## config.mk

```make
export PLATFORM = sky130hd
export DESIGN_NAME = tty_char_writer
export DESIGN_NICKNAME = d
export VERILOG_FILES = /design/src/rtl/tty_pkg.sv /design/src/rtl/tty_char_writer.sv
export SDC_FILE = /design/constraint.sdc
export NUM_CORES = 1
export LEC_CHECK = 0
export CORE_UTILIZATION = 30
export DETAILED_ROUTE_END_ITERATION = 7
export DONT_BUFFER_PORTS = 1
export PLACE_DENSITY = 0.48
export SLEW_MARGIN = 5
export SYNTH_ARGS = -nofsm -noshare
export SYNTH_HDL_FRONTEND = slang
export SYNTH_SLANG_ARGS = --single-unit
```

## constraint.sdc

```tcl
create_clock -name clk -period 2.4 [get_ports clk]
set_input_delay 0.6 -clock clk [delete_from_list [all_inputs] [get_ports clk]]
set_output_delay 0.6 -clock clk [all_outputs]
set_load 0.01 [all_outputs]
```

## src/rtl/tty_pkg.sv

```systemverilog
// Shared constants and FSM state encoding for the terminal character writer.
package tty_pkg;

    localparam logic [7:0] ASCII_BS       = 8'h08;
    localparam logic [7:0] ASCII_LF       = 8'h0A;
    localparam logic [7:0] ASCII_FF       = 8'h0C;
    localparam logic [7:0] ASCII_CR       = 8'h0D;
    localparam logic [7:0] ASCII_SPACE    = 8'h20;
    localparam logic [7:0] ASCII_PRINT_LO = 8'h20;
    localparam logic [7:0] ASCII_PRINT_HI = 8'h7E;

    typedef enum logic [1:0] {
        IDLE,
        CLEAR_LINE,
        CLEAR_SCREEN
    } tty_state_t;

    function automatic logic is_printable(input logic [7:0] b);
        return (b >= ASCII_PRINT_LO) && (b <= ASCII_PRINT_HI);
    endfunction

endpackage

```

## src/rtl/tty_char_writer.sv

```systemverilog
// Byte-stream terminal front end: cursor tracking, control codes and
// line/screen clear sweeps driving the character buffer write port.
module tty_char_writer #(
    parameter int CHAR_HORZ_CNT = 16,
    parameter int CHAR_VERT_CNT = 2,
    parameter int CHAR_HORZ_W   = $clog2(CHAR_HORZ_CNT),
    parameter int CHAR_VERT_W   = $clog2(CHAR_VERT_CNT)
) (
    input  logic                   clk,
    input  logic                   rst,
    input  logic                   in_valid,
    input  logic [7:0]             in_data,
    output logic                   in_ready,
    output logic [CHAR_HORZ_W-1:0] char_hpos,
    output logic [CHAR_VERT_W-1:0] char_vpos,
    output logic                   char_write_en,
    output logic [7:0]             char_symbol,
    output logic                   cursor_valid,
    output logic [CHAR_HORZ_W-1:0] cursor_hpos,
    output logic [CHAR_VERT_W-1:0] cursor_vpos
);
    import tty_pkg::*;

    localparam logic [CHAR_HORZ_W-1:0] H_LAST = CHAR_HORZ_W'(CHAR_HORZ_CNT - 1);
    localparam logic [CHAR_VERT_W-1:0] V_LAST = CHAR_VERT_W'(CHAR_VERT_CNT - 1);
    localparam logic [CHAR_HORZ_W-1:0] H_ONE  = CHAR_HORZ_W'(1);
    localparam logic [CHAR_VERT_W-1:0] V_ONE  = CHAR_VERT_W'(1);

    tty_state_t             state_q;
    logic [CHAR_HORZ_W-1:0] cur_h_q, sw_h_q, wr_h_q;
    logic [CHAR_VERT_W-1:0] cur_v_q, sw_v_q, wr_v_q;
    logic                   wr_en_q, idle_q;
    logic [7:0]             sym_q;

    logic                   take_d, h_last_d, v_last_d;
    logic                   sw_h_last_d, sw_v_last_d;
    logic [CHAR_VERT_W-1:0] row_d;

    always_comb begin
        take_d      = in_valid && idle_q;
        h_last_d    = (cur_h_q == H_LAST);
        v_last_d    = (cur_v_q == V_LAST);
        sw_h_last_d = (sw_h_q == H_LAST);
        sw_v_last_d = (sw_v_q == V_LAST);
        row_d       = v_last_d ? '0 : cur_v_q + V_ONE;
    end

    // idle_q lags the state by one edge so ready rises after the last sweep write
    always_ff @(posedge clk or posedge rst) begin
        if (rst) begin
            state_q <= CLEAR_SCREEN;
            cur_h_q <= '0;
            cur_v_q <= '0;
            sw_h_q  <= '0;
            sw_v_q  <= '0;
            wr_h_q  <= '0;
            wr_v_q  <= '0;
            wr_en_q <= 1'b0;
            sym_q   <= 8'h00;
            idle_q  <= 1'b0;
        end else begin
            wr_en_q <= 1'b0;
            unique case (state_q)
                IDLE: begin
                    idle_q <= 1'b1;
                    if (take_d) begin
                        unique case (1'b1)
                            is_printable(in_data): begin
                                wr_en_q <= 1'b1;
                                sym_q   <= in_data;
                                wr_h_q  <= cur_h_q;
                                wr_v_q  <= cur_v_q;
                                if (!h_last_d) begin
                                    cur_h_q <= cur_h_q + H_ONE;
                                end else begin
                                    cur_h_q <= '0;
                                    cur_v_q <= row_d;
                                    if (v_last_d) begin
                                        state_q <= CLEAR_LINE;
                                        sw_h_q  <= '0;
                                        sw_v_q  <= row_d;
                                        idle_q  <= 1'b0;
                                    end
                                end
                            end
                            (in_data == ASCII_CR): begin
                                cur_h_q <= '0;
                            end
                            (in_data == ASCII_LF): begin
                                cur_h_q <= '0;
                                cur_v_q <= row_d;
                                if (v_last_d) begin
                                    state_q <= CLEAR_LINE;
                                    sw_h_q  <= '0;
                                    sw_v_q  <= row_d;
                                    idle_q  <= 1'b0;
                                end
                            end
                            (in_data == ASCII_BS): begin
                                if (cur_h_q != '0) begin
                                    cur_h_q <= cur_h_q - H_ONE;
                                    wr_en_q <= 1'b1;
                                    sym_q   <= ASCII_SPACE;
                                    wr_h_q  <= cur_h_q - H_ONE;
                                    wr_v_q  <= cur_v_q;
                                end
                            end
                            // first cell of the screen clear goes out with the accept
                            (in_data == ASCII_FF): begin
                                cur_h_q <= '0;
                                cur_v_q <= '0;
                                wr_en_q <= 1'b1;
                                sym_q   <= ASCII_SPACE;
                                wr_h_q  <= '0;
                                wr_v_q  <= '0;
                                state_q <= CLEAR_SCREEN;
                                sw_h_q  <= H_ONE;
                                sw_v_q  <= '0;
                                idle_q  <= 1'b0;
                            end
                            default: begin
                            end
                        endcase
                    end
                end
                CLEAR_LINE: begin
                    idle_q  <= 1'b0;
                    wr_en_q <= 1'b1;
                    sym_q   <= ASCII_SPACE;
                    wr_h_q  <= sw_h_q;
                    wr_v_q  <= sw_v_q;
                    if (sw_h_last_d) begin
                        state_q <= IDLE;
                    end else begin
                        sw_h_q <= sw_h_q + H_ONE;
                    end
                end
                CLEAR_SCREEN: begin
                    idle_q  <= 1'b0;
                    wr_en_q <= 1'b1;
                    sym_q   <= ASCII_SPACE;
                    wr_h_q  <= sw_h_q;
                    wr_v_q  <= sw_v_q;
                    if (sw_h_last_d) begin
                        sw_h_q <= '0;
                        if (sw_v_last_d) begin
                            state_q <= IDLE;
                        end else begin
                            sw_v_q <= sw_v_q + V_ONE;
                        end
                    end else begin
                        sw_h_q <= sw_h_q + H_ONE;
                    end
                end
            endcase
        end
    end

    assign in_ready      = idle_q;
    assign cursor_valid  = idle_q;
    assign cursor_hpos   = cur_h_q;
    assign cursor_vpos   = cur_v_q;
    assign char_write_en = wr_en_q;
    assign char_symbol   = sym_q;
    assign char_hpos     = wr_h_q;
    assign char_vpos     = wr_v_q;

endmodule

```

==> insert_results.sql, run 1 <==
INSERT INTO impl_metrics (metric_group, metric, value, unit) VALUES
('status', 'run_status', 'complete, no violations', ''),
('cts', 'cts_hold_buf', '0', ''),
('timing', 'final-hold-violation-count', '0', ''),
('synth', 'syn_area', '0.00182', 'mm2'),
('synth', 'postSynthCellCount', '191', ''),
('timing', 'grt_setup_unrepaired', 'no', ''),
('global_route', 'grt_pass1_wl', '7.38', 'mm'),
('timing', 'share_of_the_clock_period_used_by_the_worst_path', '0.923', ''),
('critical_path', 'critical_path.max_fanout', '6', ''),
('critical_path', 'crit_buf_inv', '0', ''),
('critical_path', 'max_stage_delay', '0.46', 'ns'),
('critical_path', 'top_family_by_delay_on_critical_path', 'simple AND/OR/NAND/NOR gates', ''),
('critical_path', 'r2r_end', 'sw_h_q[0]$_DFFE_PP0P_', ''),
('place', 'hpwlAfterDp', '3.58', 'mm'),
('place', 'routabilityCongestion', '0.841', ''),
('global_route', 'antenna_found_initial', '0', ''),
('critical_path', 'timing.critical_path.slowest_stage_cell', 'dfrtp_1', ''),
('cts', 'cts_made_buffers', '3', ''),
('critical_path', 'worst_setup_path_start_kind', 'flop', ''),
('power_and_ir_drop', 'power.density_cell_area', '1040', 'mW/mm2'),
('detailed_routing', 'antenna_left', '0', ''),
('cts', 'tritoncts_num_sinks', '27', ''),
('critical_path', 'timing.rr.start', 'cursor_hpos[0]$_DFFE_PP0P_', ''),
('power_and_ir_drop', 'irDropWorstVdd', '395', 'uV'),
('cts', 'htreeDepth', '1', ''),
('synth', 'ys.flop_type', 'dfrtp_1', ''),
('detailed_routing', 'avgRoutedWirePerCell', '17.2', 'um'),
('detailed_routing', 'initialDrtViolationCount', '123', ''),
('synth', 'avgSynthCellArea', '9.51', 'um2'),
('critical_path', 'cp.arrival', '2.39', 'ns'),
('synth', 'synth-edff-count', '0', ''),
('detailed_routing', 'routed_wl', '4.67', 'mm'),
('critical_path', 'reg2reg_setup_slack', '0.19', 'ns'),
('synth', 'synth-seq-cells', '27', ''),
('worst_hold_path', 'hold_path_class', 'in2async', ''),
('timing', 'max_freq', '452', 'MHz'),
('power_and_ir_drop', 'p_leak', '0.861', 'nW'),
('die', 'floorplan.initialDensity', '0.320', ''),
('critical_path', 'critical_path_required', '2.57', 'ns'),
('die', 'die_area', '0.00637', 'mm2'),
('critical_path', 'cp-startpoint', 'cursor_hpos[0]$_DFFE_PP0P_', ''),
('timing', 'final.min_clock_period', '2.21', 'ns'),
('cts', 'clk-insertion-delay-late', '0.28', 'ns'),
('synth', 'synth_cell_type_count', '56', ''),
('die', 'fp.dieH', '79.8', 'um'),
('cells_and_area', 'layout.area.seq', '677', 'um2'),
('critical_path', 'cp.depth', '6', ''),
('global_route', 'track_usage', '0.153', ''),
('power_and_ir_drop', 'finalPower', '2.10', 'mW'),
('timing', 'final.setup_skew', '0.00868', 'ns'),
('critical_path', 'timing.reg2reg.worst_path_depth', '6', ''),
('die', 'dieWidth', '79.8', 'um'),
('global_route', 'largest_net_degree_at_the_start_of_global_routing', '28', ''),
('place', 'placement.io_buffers', '0', ''),
('synth', 'synth_sequential_area_ratio', '0.373', ''),
('timing', 'slew_headroom', '0.597', ''),
('synth', 'postSynth.asyncResetShare', '1.00', ''),
('timing', 'tns', '0', 'ns'),
('cts', 'postCtsSetupBuffers', '0', ''),
('detailed_routing', 'dr_drc_count', '0', ''),
('die', 'design.portCount', '32', ''),
('detailed_routing', 'vias_per_cell', '5.46', ''),
('cells_and_area', 'multi_input_area', '0.00106', 'mm2'),
('critical_path', 'cp-endpoint', 'sw_h_q[0]$_DFFE_PP0P_', ''),
('cells_and_area', 'final.fill_count', '602', ''),
('cts', 'cts_tree', 'yes', ''),
('timing', 'drv_slew', '0', ''),
('flow_run', 'cap_violations', '0', ''),
('cts', 'cts.reportedPaths.clkPinSlew', '0.11', 'ns'),
('global_route', 'grt_overflow', '0', ''),
('critical_path', 'timing.critical_path.cells', 'ha_1 > and3_1 > nor4b_1 > a21o_1 > or3_4 > mux2_4', '');
-- worst reg2reg max path: stages, from the launching register on --
cell	delay [ns]
dfrtp_1	0.46
ha_1	0.29
and3_1	0.24
nor4b_1	0.34
a21o_1	0.29
or3_4	0.19
mux2_4	0.29
-- where the power goes --
group          switching, mW  internal [mW]
clock network          0.157          0.118
registers              0.205          0.624
logic                  0.516          0.479
total                  0.878           1.22
-- sequential cells by signal, summed over array words and instances (netlist names) --
register / count
char_write_en: 1
cursor_hpos: 4
char_hpos: 4
char_symbol: 8
cursor_valid: 1
state_q: 2
char_vpos: 1
sw_v_last_d: 1
cursor_vpos: 1
sw_h_q: 4
-- routing by layer --
layer	up-vias	part of all wire	GRT usage
met5	-	0	0
met2	33	0.45	0.243
li1	734	-	-
met3	6	0.040	0.0389
met4	0	0.014	0.0339
met1	713	0.50	0.207
-- final cells by class --
class,instances,area share
Clock buffer,3,0.0205
Clock inverter,1,0.00372
Inverter,11,0.0205
Multi-Input combinational cell,146,0.524
Sequential cell,27,0.335
Tap cell,72,0.0446
Timing Repair Buffer,12,0.0508
-- cell families (layout without fill, tap and decap cells) --
logic type / count (synthesis) / count (layout) / synth area share
adders and majority gates: 7 / 7 / 0.0482
DFF: 27 / 27 / 0.373
muxes: 15 / 15 / 0.0944
and+or+nand+nor: 64 / 64 / 0.214
buffers and inverters: 18 / 27 / 0.0448
AOI/OAI and AO/OA: 60 / 60 / 0.226
-- cell usage after synthesis (2+ instances only) --
cell | count | area share
o2bb2ai_1 | 2 | 0.0096
nor3b_1 | 2 | 0.0083
o41ai_1 | 2 | 0.0096
and3_1 | 4 | 0.014
o21bai_1 | 2 | 0.0083
o21ai_0 | 12 | 0.033
a31oi_1 | 2 | 0.0069
o22ai_1 | 2 | 0.0069
a21oi_1 | 13 | 0.036
inv_1 | 11 | 0.023
a22o_1 | 2 | 0.0096
a21o_1 | 3 | 0.012
nand3_1 | 7 | 0.019
o31a_1 | 2 | 0.0096
o31ai_1 | 4 | 0.017
nand2b_1 | 2 | 0.0069
buf_2 | 2 | 0.0055
nand2_1 | 14 | 0.029
nor2_1 | 8 | 0.017
clkbuf_1 | 2 | 0.0041
dfrtp_1 | 26 | 0.36
a2bb2oi_1 | 3 | 0.014
o211ai_1 | 3 | 0.012
mux2_2 | 13 | 0.081
nor2b_1 | 4 | 0.014
or3_1 | 3 | 0.010
buf_4 | 3 | 0.012
nor3_1 | 3 | 0.0083
ha_1 | 7 | 0.048
nor4b_1 | 2 | 0.0096
-- worst min-delay path by stage --
stage	depth (start not counted)	startpoint	slack, ns	end
2_1_floorplan	1	state_q[1]$_DFFE_PP1P_	0.51	state_q[1]$_DFFE_PP1P_
5_1_grt	2	rst	0.28	char_hpos[3]$_DFFE_PP0P_
3_3_place_gp	1	state_q[1]$_DFFE_PP1P_	0.52	state_q[1]$_DFFE_PP1P_
4_1_cts	2	rst	0.27	char_hpos[3]$_DFFE_PP0P_
6_report	2	rst	0.26	cursor_hpos[3]$_DFFE_PP0P_
3_5_place_dp	1	state_q[1]$_DFFE_PP1P_	0.53	state_q[1]$_DFFE_PP1P_
-- layout by cell type, fill, tap and decap left out, types with 3 or more instances in the layout --
cell and count:
dfrtp_1 26, nand2_1 14, mux2_2 13, a21oi_1 13
o21ai_0 12, inv_1 11, buf_4 11, nor2_1 8
nand3_1 7, ha_1 7, o31ai_1 4, and3_1 4
nor2b_1 4, a2bb2oi_1 3, o211ai_1 3, a21o_1 3
or3_1 3, nor3_1 3, clkbuf_8 3
-- stage by stage --
stage | util | setup WS, ns | hold slack, ns | instance area [um2] | std cells
2_1_floorplan | - | 0.213 | 0.510 | 1820 | 191
3_3_place_gp | 0.347 | 0.174 | 0.523 | 1970 | 268
3_5_place_dp | 0.347 | 0.161 | 0.532 | 1970 | 268
4_1_cts | 0.356 | 0.210 | 0.268 | 2020 | 272
5_1_grt | 0.356 | 0.0604 | 0.282 | 2020 | 272
6_report | 0.356 | 0.186 | 0.263 | 2020 | 272
Power figures use the tool's default switching activity.
==> run 2, diff against run 1 <==
- RECOVER_POWER: unset -> 50
- SKIP_LAST_GASP: unset -> 1
==> insert_results.sql, run 2 (synthesis results as in run 1) <==
INSERT INTO impl_metrics (metric_group, metric, value, unit) VALUES
('detailed_routing', 'avgRoutedWirePerCell', '17.2', 'um'),
('worst_hold_path', 'hold_path_startpoint', 'in_valid', ''),
('timing', 'drv_slew', '28', ''),
('detailed_routing', 'antenna_left', '0', ''),
('status', 'failing_checks', 'capacitance limit, slew limit', ''),
('detailed_routing', 'dr_drc_count', '0', ''),
('critical_path', 'critical_path_required', '2.57', 'ns'),
('timing', 'max_freq', '452', 'MHz'),
('critical_path', 'critical_path.max_fanout', '6', ''),
('die', 'core_area', '0.00568', 'mm2'),
('cts', 'post_cts.resized_instances', '0', ''),
('place', 'placement.io_buffers', '0', ''),
('cells_and_area', 'finish.net_count', '219', ''),
('timing', 'grt_setup_unrepaired', 'no', ''),
('cts', 'htreeDepth', '1', ''),
('critical_path', 'top_family_by_delay_on_critical_path', 'simple AND/OR/NAND/NOR gates', ''),
('cts', 'cts_tree', 'yes', ''),
('global_route', 'largest_net_degree_at_the_start_of_global_routing', '28', ''),
('place', 'hpwlAfterDp', '3.58', 'mm'),
('detailed_routing', 'routed_wl', '4.67', 'mm'),
('power_and_ir_drop', 'clockPowerShare', '0.131', ''),
('critical_path', 'worstSetupEndpointType', 'flop', ''),
('detailed_routing', 'initialDrtViolationCount', '123', ''),
('detailed_routing', 'met2WireLength', '2.09', 'mm'),
('cts', 'cts_made_buffers', '3', ''),
('global_route', 'track_usage', '0.153', ''),
('cts', 'root_buf_cell', 'clkbuf_8', ''),
('detailed_routing', 'topRoutingLayerUsed', 'met4', ''),
('die', 'floorplan.rows', '27', ''),
('worst_hold_path', 'hold_path_class', 'in2reg', ''),
('cts', 'clk-insertion-delay-late', '0.28', 'ns'),
('die', 'dieWidth', '79.8', 'um'),
('power_and_ir_drop', 'seqPwrFrac', '0.395', ''),
('timing', 'finalHoldWorstSlack', '0.423', 'ns'),
('cells_and_area', 'final_common_cell', 'dfrtp_1', ''),
('timing', 'setup_violations', '0', ''),
('timing', 'final.min_clock_period', '2.21', 'ns'),
('power_and_ir_drop', 'p_comb_frac', '0.474', ''),
('global_route', 'grt_pass1_wl', '7.38', 'mm'),
('cells_and_area', 'mostFrequentLayoutCells', '26 x dfrtp_1, 14 x nand2_1, 13 x mux2_2, 13 x a21oi_1, 12 x o21ai_0', ''),
('critical_path', 'worst_setup_path_start_kind', 'flop', ''),
('detailed_routing', 'detailroute.wirelength.met3', '186', 'um'),
('power_and_ir_drop', 'irDropWorstVdd', '395', 'uV'),
('critical_path', 'critPathKind', 'reg2reg', ''),
('timing', 'tns', '0', 'ns'),
('power_and_ir_drop', 'power.density_cell_area', '1040', 'mW/mm2'),
('die', 'design.portCount', '32', ''),
('critical_path', 'timing.critical_path.slowest_stage_cell', 'dfrtp_1', ''),
('cts', 'postCtsSetupBuffers', '0', ''),
('cts', 'cts.reportedPaths.clkPinSlew', '0.11', 'ns'),
('cells_and_area', 'utilization', '0.355', ''),
('cts', 'ctsLongestPathBuffers', '2', ''),
('status', 'run_status', 'finished with violations', ''),
('detailed_routing', 'met1_length', '2.32', 'mm'),
('global_route', 'antenna_found_initial', '0', ''),
('die', 'floorplan.initialDensity', '0.320', ''),
('detailed_routing', 'detailroute.via_count', '1486', ''),
('power_and_ir_drop', 'total_switching_power', '0.878', 'mW'),
('place', 'routabilityCongestion', '0.841', ''),
('cts', 'cts_hold_buf', '0', ''),
('timing', 'timing.final.ws_setup', '0.186', 'ns'),
('critical_path', 'cp.arrival', '2.39', 'ns'),
('timing', 'slew_headroom', '-0.0212', ''),
('die', 'die_area', '0.00637', 'mm2'),
('critical_path', 'max_stage_delay', '0.46', 'ns'),
('detailed_routing', 'drt_first_pass_iters', '5', ''),
('critical_path', 'cp-startpoint', 'cursor_hpos[0]$_DFFE_PP0P_', ''),
('global_route', 'grt_overflow', '0', ''),
('power_and_ir_drop', 'total_internal_power', '1.22', 'mW'),
('cells_and_area', 'area_growth_syn_to_layout', '10.9', '%'),
('cells_and_area', 'number_of_inserted_diodes', '0', ''),
('timing', 'tightest_pin_transition', '1.53', 'ns'),
('flow_run', 'cap_violations', '1', ''),
('place', 'dpl_worst_slack', '0.161', 'ns'),
('critical_path', 'crit_buf_inv', '0', ''),
('power_and_ir_drop', 'p_leak', '0.857', 'nW'),
('die', 'fp.dieH', '79.8', 'um'),
('critical_path', 'timing.rr.start', 'cursor_hpos[0]$_DFFE_PP0P_', ''),
('cts', 'tritoncts_num_sinks', '27', ''),
('timing', 'final.setup_skew', '0.00868', 'ns'),
('cells_and_area', 'number_of_flip_flops_under_the_largest_register_name', '8', ''),
('timing', 'final-hold-violation-count', '0', ''),
('cells_and_area', 'drive_gt1_frac', '0.200', ''),
('power_and_ir_drop', 'power.switching_fraction', '0.418', ''),
('global_route', 'via_count_of_the_first_global_routing_pass', '1383', ''),
('timing', 'share_of_the_clock_period_used_by_the_worst_path', '0.923', ''),
('detailed_routing', 'vias_per_cell', '5.46', ''),
('critical_path', 'timing.critical_path.cells', 'ha_1 > and3_1 > nor4b_1 > a21o_1 > or3_4 > mux2_4', '');
==> run 2: cell count changes in the layout (fill, tap and decap cells not counted) <==
| cell | previous run | this run |
|---|---|---|
| clkbuf_1 | 0 | 1 |
| buf_4 | 11 | 10 |
==> run 2: final timing paths <==
check | depth (start not counted) | endpoint | slack (ns)
min in group asynchronous | 2 | cursor_hpos[3]$_DFFE_PP0P_ | 0.72
setup / recovery | 6 | sw_h_q[0]$_DFFE_PP0P_ | 0.19
max in group asynchronous | 2 | char_write_en$_DFF_PP0_ | 0.78
hold / removal | 1 | cursor_valid$_DFF_PP0_ | 0.42
setup reg to reg | 6 | sw_h_q[0]$_DFFE_PP0P_ | 0.19
hold reg to reg | 1 | state_q[1]$_DFFE_PP1P_ | 0.54
==> run 2: cell type report <==
class	instances	area [um2]
Clock buffer	3	41.3
Clock inverter	1	7.51
Fill cell	604	3660
Inverter	11	41.3
Multi-Input combinational cell	146	1060
Sequential cell	27	677
Tap cell	72	90.1
Timing Repair Buffer	12	98.8
==> run 2: per-layer routing <==
metal / global-route usage / vias to the layer above
li1: - / 734
met1: 0.207 / 713
met2: 0.243 / 33
met3: 0.0389 / 6
met4: 0.0339 / 0
met5: 0 / -
==> run 2: power by group through the flow <==
stage / registers (mW) / clock network (mW) / logic (mW)
floorplan: 0.810 / 0 / 0.743
global placement: 0.841 / 0 / 1.00
detailed placement: 0.845 / 0 / 0.998
CTS: 0.835 / 0.291 / 1.00
global route: 0.858 / 0.313 / 1.10
finish: 0.829 / 0.275 / 0.994
==> run 2: worst reg2reg max path, cell delays in order (launching register included) <==
cell	delay [ns]
dfrtp_1	0.46
ha_1	0.29
and3_1	0.24
nor4b_1	0.34
a21o_1	0.29
or3_4	0.19
mux2_4	0.29
==> run 2: stage by stage <==
step                total power, mW  cells  area (um2)
finish                         2.10    272        2010
floorplan                      1.55    191        1820
global route                   2.27    272        2010
CTS                            2.13    272        2020
global placement               1.84    268        1970
detailed placement             1.84    268        1970
==> run 3, diff against run 2 <==
- ABC_AREA: unset -> 1
- CAP_MARGIN: unset -> 20
- REMOVE_ABC_BUFFERS: unset -> 1
==> insert_results.sql, run 3 <==
INSERT INTO impl_metrics (metric_group, metric, value, unit) VALUES
('status', 'run_status', 'complete, no violations', ''),
('die', 'die_area', '0.00632', 'mm2'),
('timing', 'max_freq', '515', 'MHz'),
('cts', 'cts_hold_buf', '0', ''),
('timing', 'finalHoldWorstSlack', '0.153', 'ns'),
('cells_and_area', 'utilization', '0.341', ''),
('cts', 'cts.reportedPaths.clkPinSlew', '0.11', 'ns'),
('global_route', 'track_usage', '0.155', ''),
('power_and_ir_drop', 'clockPowerShare', '0.134', ''),
('timing', 'grt_setup_unrepaired', 'no', ''),
('critical_path', 'critPathKind', 'reg2reg', ''),
('detailed_routing', 'drt_first_pass_iters', '4', ''),
('synth', 'synth_fa_ha_area_frac', '0.0486', ''),
('die', 'dieWidth', '79.5', 'um'),
('critical_path', 'max_stage_delay', '0.56', 'ns'),
('power_and_ir_drop', 'p_leak', '1.07', 'nW'),
('cells_and_area', 'mostFrequentLayoutCells', '92 x nand2_1, 31 x nand3_1, 29 x inv_1', ''),
('power_and_ir_drop', 'power.density_cell_area', '1090', 'mW/mm2'),
('synth', 'postSynthCellCount', '259', ''),
('power_and_ir_drop', 'p_comb_frac', '0.446', ''),
('die', 'fp.dieH', '79.5', 'um'),
('global_route', 'largest_net_degree_at_the_start_of_global_routing', '20', ''),
('critical_path', 'worst_setup_path_start_kind', 'flop', ''),
('detailed_routing', 'routed_wl', '4.43', 'mm'),
('power_and_ir_drop', 'seqPwrFrac', '0.420', ''),
('die', 'floorplan.rows', '27', ''),
('detailed_routing', 'detailroute.via_count', '1589', ''),
('timing', 'setup_violations', '0', ''),
('synth', 'syn_area', '0.00180', 'mm2'),
('global_route', 'via_count_of_the_first_global_routing_pass', '1537', ''),
('cts', 'post_cts.resized_instances', '0', ''),
('cts', 'clk-insertion-delay-late', '0.28', 'ns'),
('synth', 'synthDominantCellAreaShare', '0.361', ''),
('timing', 'final-hold-violation-count', '0', ''),
('synth', 'yosys_warnings', '0', ''),
('synth', 'synthMuxAreaShare', '0', ''),
('detailed_routing', 'initialDrtViolationCount', '127', ''),
('timing', 'drv_slew', '0', ''),
('timing', 'slew_headroom', '0.306', ''),
('synth', 'largest_family_of_logic_cells_by_synthesized_area', 'simple AND/OR/NAND/NOR gates', ''),
('global_route', 'grt_pass1_wl', '7.65', 'mm'),
('detailed_routing', 'antenna_left', '0', ''),
('critical_path', 'crit_buf_inv', '3', ''),
('synth', 'synth_sequential_area_ratio', '0.375', ''),
('die', 'floorplan.initialDensity', '0.320', ''),
('synth', 'area_share_of_xor_xnor_cells_in_the_synthesized_design', '0.00972', ''),
('die', 'design.portCount', '32', ''),
('cells_and_area', 'final_common_cell', 'nand2_1', ''),
('cells_and_area', 'number_of_inserted_diodes', '0', ''),
('timing', 'share_of_the_clock_period_used_by_the_worst_path', '0.810', ''),
('synth', 'synth-compound-area-share', '0.0708', ''),
('synth', 'post_synth_and_or_nand_nor_area_fraction', '0.414', ''),
('cts', 'cts_tree', 'yes', ''),
('synth', 'synth_top_area_cell', 'dfrtp_1', ''),
('critical_path', 'worstSetupEndpointType', 'flop', ''),
('power_and_ir_drop', 'total_internal_power', '1.07', 'mW'),
('detailed_routing', 'avgRoutedWirePerCell', '13.3', 'um'),
('detailed_routing', 'vias_per_cell', '4.77', ''),
('cells_and_area', 'area_growth_syn_to_layout', '6.66', '%'),
('global_route', 'grt_overflow', '0', ''),
('timing', 'tns', '0', 'ns'),
('cells_and_area', 'number_of_flip_flops_under_the_largest_register_name', '8', ''),
('synth', 'synth_cell_type_count', '32', ''),
('worst_hold_path', 'hold_path_class', 'in2async', ''),
('place', 'routabilityCongestion', '0.836', ''),
('synth', 'synth.most_common_cell', 'nand2_1', ''),
('detailed_routing', 'dr_drc_count', '0', ''),
('synth', 'area_contributors_post_synth', 'dfrtp_1 36%, nand2_1 19%, nand3_1 8.6%', ''),
('flow_run', 'cap_violations', '0', ''),
('cells_and_area', 'drive_gt1_frac', '0.0805', ''),
('power_and_ir_drop', 'irDropWorstVdd', '447', 'uV'),
('global_route', 'antenna_found_initial', '0', ''),
('critical_path', 'critical_path_required', '2.58', 'ns'),
('timing', 'timing.final.ws_setup', '0.457', 'ns'),
('place', 'dpl_worst_slack', '0.479', 'ns'),
('cts', 'root_buf_cell', 'clkbuf_8', ''),
('cts', 'tritoncts_num_sinks', '27', ''),
('synth', 'avgSynthCellArea', '6.96', 'um2'),
('critical_path', 'timing.critical_path.slowest_stage_cell', 'dfstp_2', ''),
('synth', 'synth-edff-count', '0', ''),
('synth', 'ys.flop_type', 'dfrtp_1', ''),
('power_and_ir_drop', 'power.switching_fraction', '0.490', ''),
('critical_path', 'cp.arrival', '2.13', 'ns'),
('synth', 'synthTopCellsByCount', '92 x nand2_1, 31 x nand3_1, 29 x inv_1, 26 x dfrtp_1, 17 x nor2_1', ''),
('synth', 'postSynth.asyncResetShare', '1.00', ''),
('cells_and_area', 'finish.net_count', '280', ''),
('critical_path', 'timing.critical_path.cells', 'inv_1 > ha_1 > clkinv_1 > buf_4 > or2_2 > nand3_1 > nand2_1', ''),
('place', 'hpwlAfterDp', '3.41', 'mm'),
('timing', 'final.min_clock_period', '1.94', 'ns'),
('cts', 'htreeDepth', '1', ''),
('synth', 'synth-seq-cells', '27', ''),
('cts', 'cts_made_buffers', '3', ''),
('cts', 'postCtsSetupBuffers', '0', ''),
('cts', 'ctsLongestPathBuffers', '2', ''),
('critical_path', 'critical_path.max_fanout', '17', ''),
('timing', 'tightest_pin_transition', '1.04', 'ns'),
('place', 'placement.io_buffers', '0', ''),
('die', 'core_area', '0.00564', 'mm2'),
('critical_path', 'top_family_by_delay_on_critical_path', 'flip-flops', ''),
('power_and_ir_drop', 'total_switching_power', '1.02', 'mW'),
('timing', 'final.setup_skew', '0.00476', 'ns');
## run 3: cell count changes after synthesis, moves of 9 or more
cell / before / now
mux2_2: 13 / 0
nand4_1: 1 / 10
nand2_1: 14 / 92
nor2_1: 8 / 17
inv_1: 11 / 29
nand3_1: 7 / 31
a21oi_1: 13 / 3
## run 3: area by class of cell
| class | count | area (um2) |
|---|---|---|
| clock buffers | 3 | 41.3 |
| clock inverters | 1 | 5.00 |
| fillers | 612 | 3720 |
| inverters | 32 | 120 |
| multi-input cells | 196 | 978 |
| flip-flops and latches | 27 | 677 |
| well taps | 72 | 90.1 |
| repair buffers | 2 | 11.3 |
## run 3: stage by stage
step,total power [mW],area (um2),std cells
2_1_floorplan,1.56,1780,255
3_3_place_gp,1.84,1880,329
3_5_place_dp,1.82,1880,329
4_1_cts,2.11,1930,333
5_1_grt,2.31,1920,333
6_report,2.09,1920,333
## run 3: cells by family after synthesis
kind of cell,Yosys count
xor+xnor,2
flops,27
compound gates,21
buf+inv,36
simple gates,166
fa+ha+maj,7
## run 3: worst paths after layout
kind | startpoint | endpoint | slack, ns | cells after the start
max | state_q[1]$_DFFE_PP1P_ | char_hpos[2]$_DFFE_PP0P_ | 0.46 | 7
min | rst | cursor_vpos$_DFFE_PP0P_ | 0.15 | 1
max reg2reg | state_q[1]$_DFFE_PP1P_ | char_hpos[2]$_DFFE_PP0P_ | 0.46 | 7
min reg2reg | state_q[1]$_DFFE_PP1P_ | state_q[1]$_DFFE_PP1P_ | 0.48 | 2
max in group asynchronous | rst | char_symbol[3]$_DFFE_PP0P_ | 0.99 | 2
min in group clk | in_data[6] | char_symbol[6]$_DFFE_PP0P_ | 0.45 | 2
## run 3: power groups by stage
stage	combinational, mW	sequential [mW]	clock (mW)
after floorplan	0.721	0.837	0
after global placement	0.951	0.884	0
after detailed placement	0.936	0.888	0
after global routing	1.09	0.910	0.310
final	0.932	0.878	0.280
after CTS	0.941	0.879	0.290
## run 3: worst reg2reg max path: cells and delay by family (launching register included)
kind | cells | cell delay (ns)
buf+inv | 3 | 0.42
fa+ha+maj | 1 | 0.47
flops | 1 | 0.56
simple gates | 3 | 0.41
## run 3: per-layer routing
metal	routed length [um]	vias to the layer above	GRT usage
met5	0	-	0
met3	199	2	0.0297
met1	2420	723	0.230
met4	43	0	0.0436
li1	-	836	-
met2	1760	28	0.226
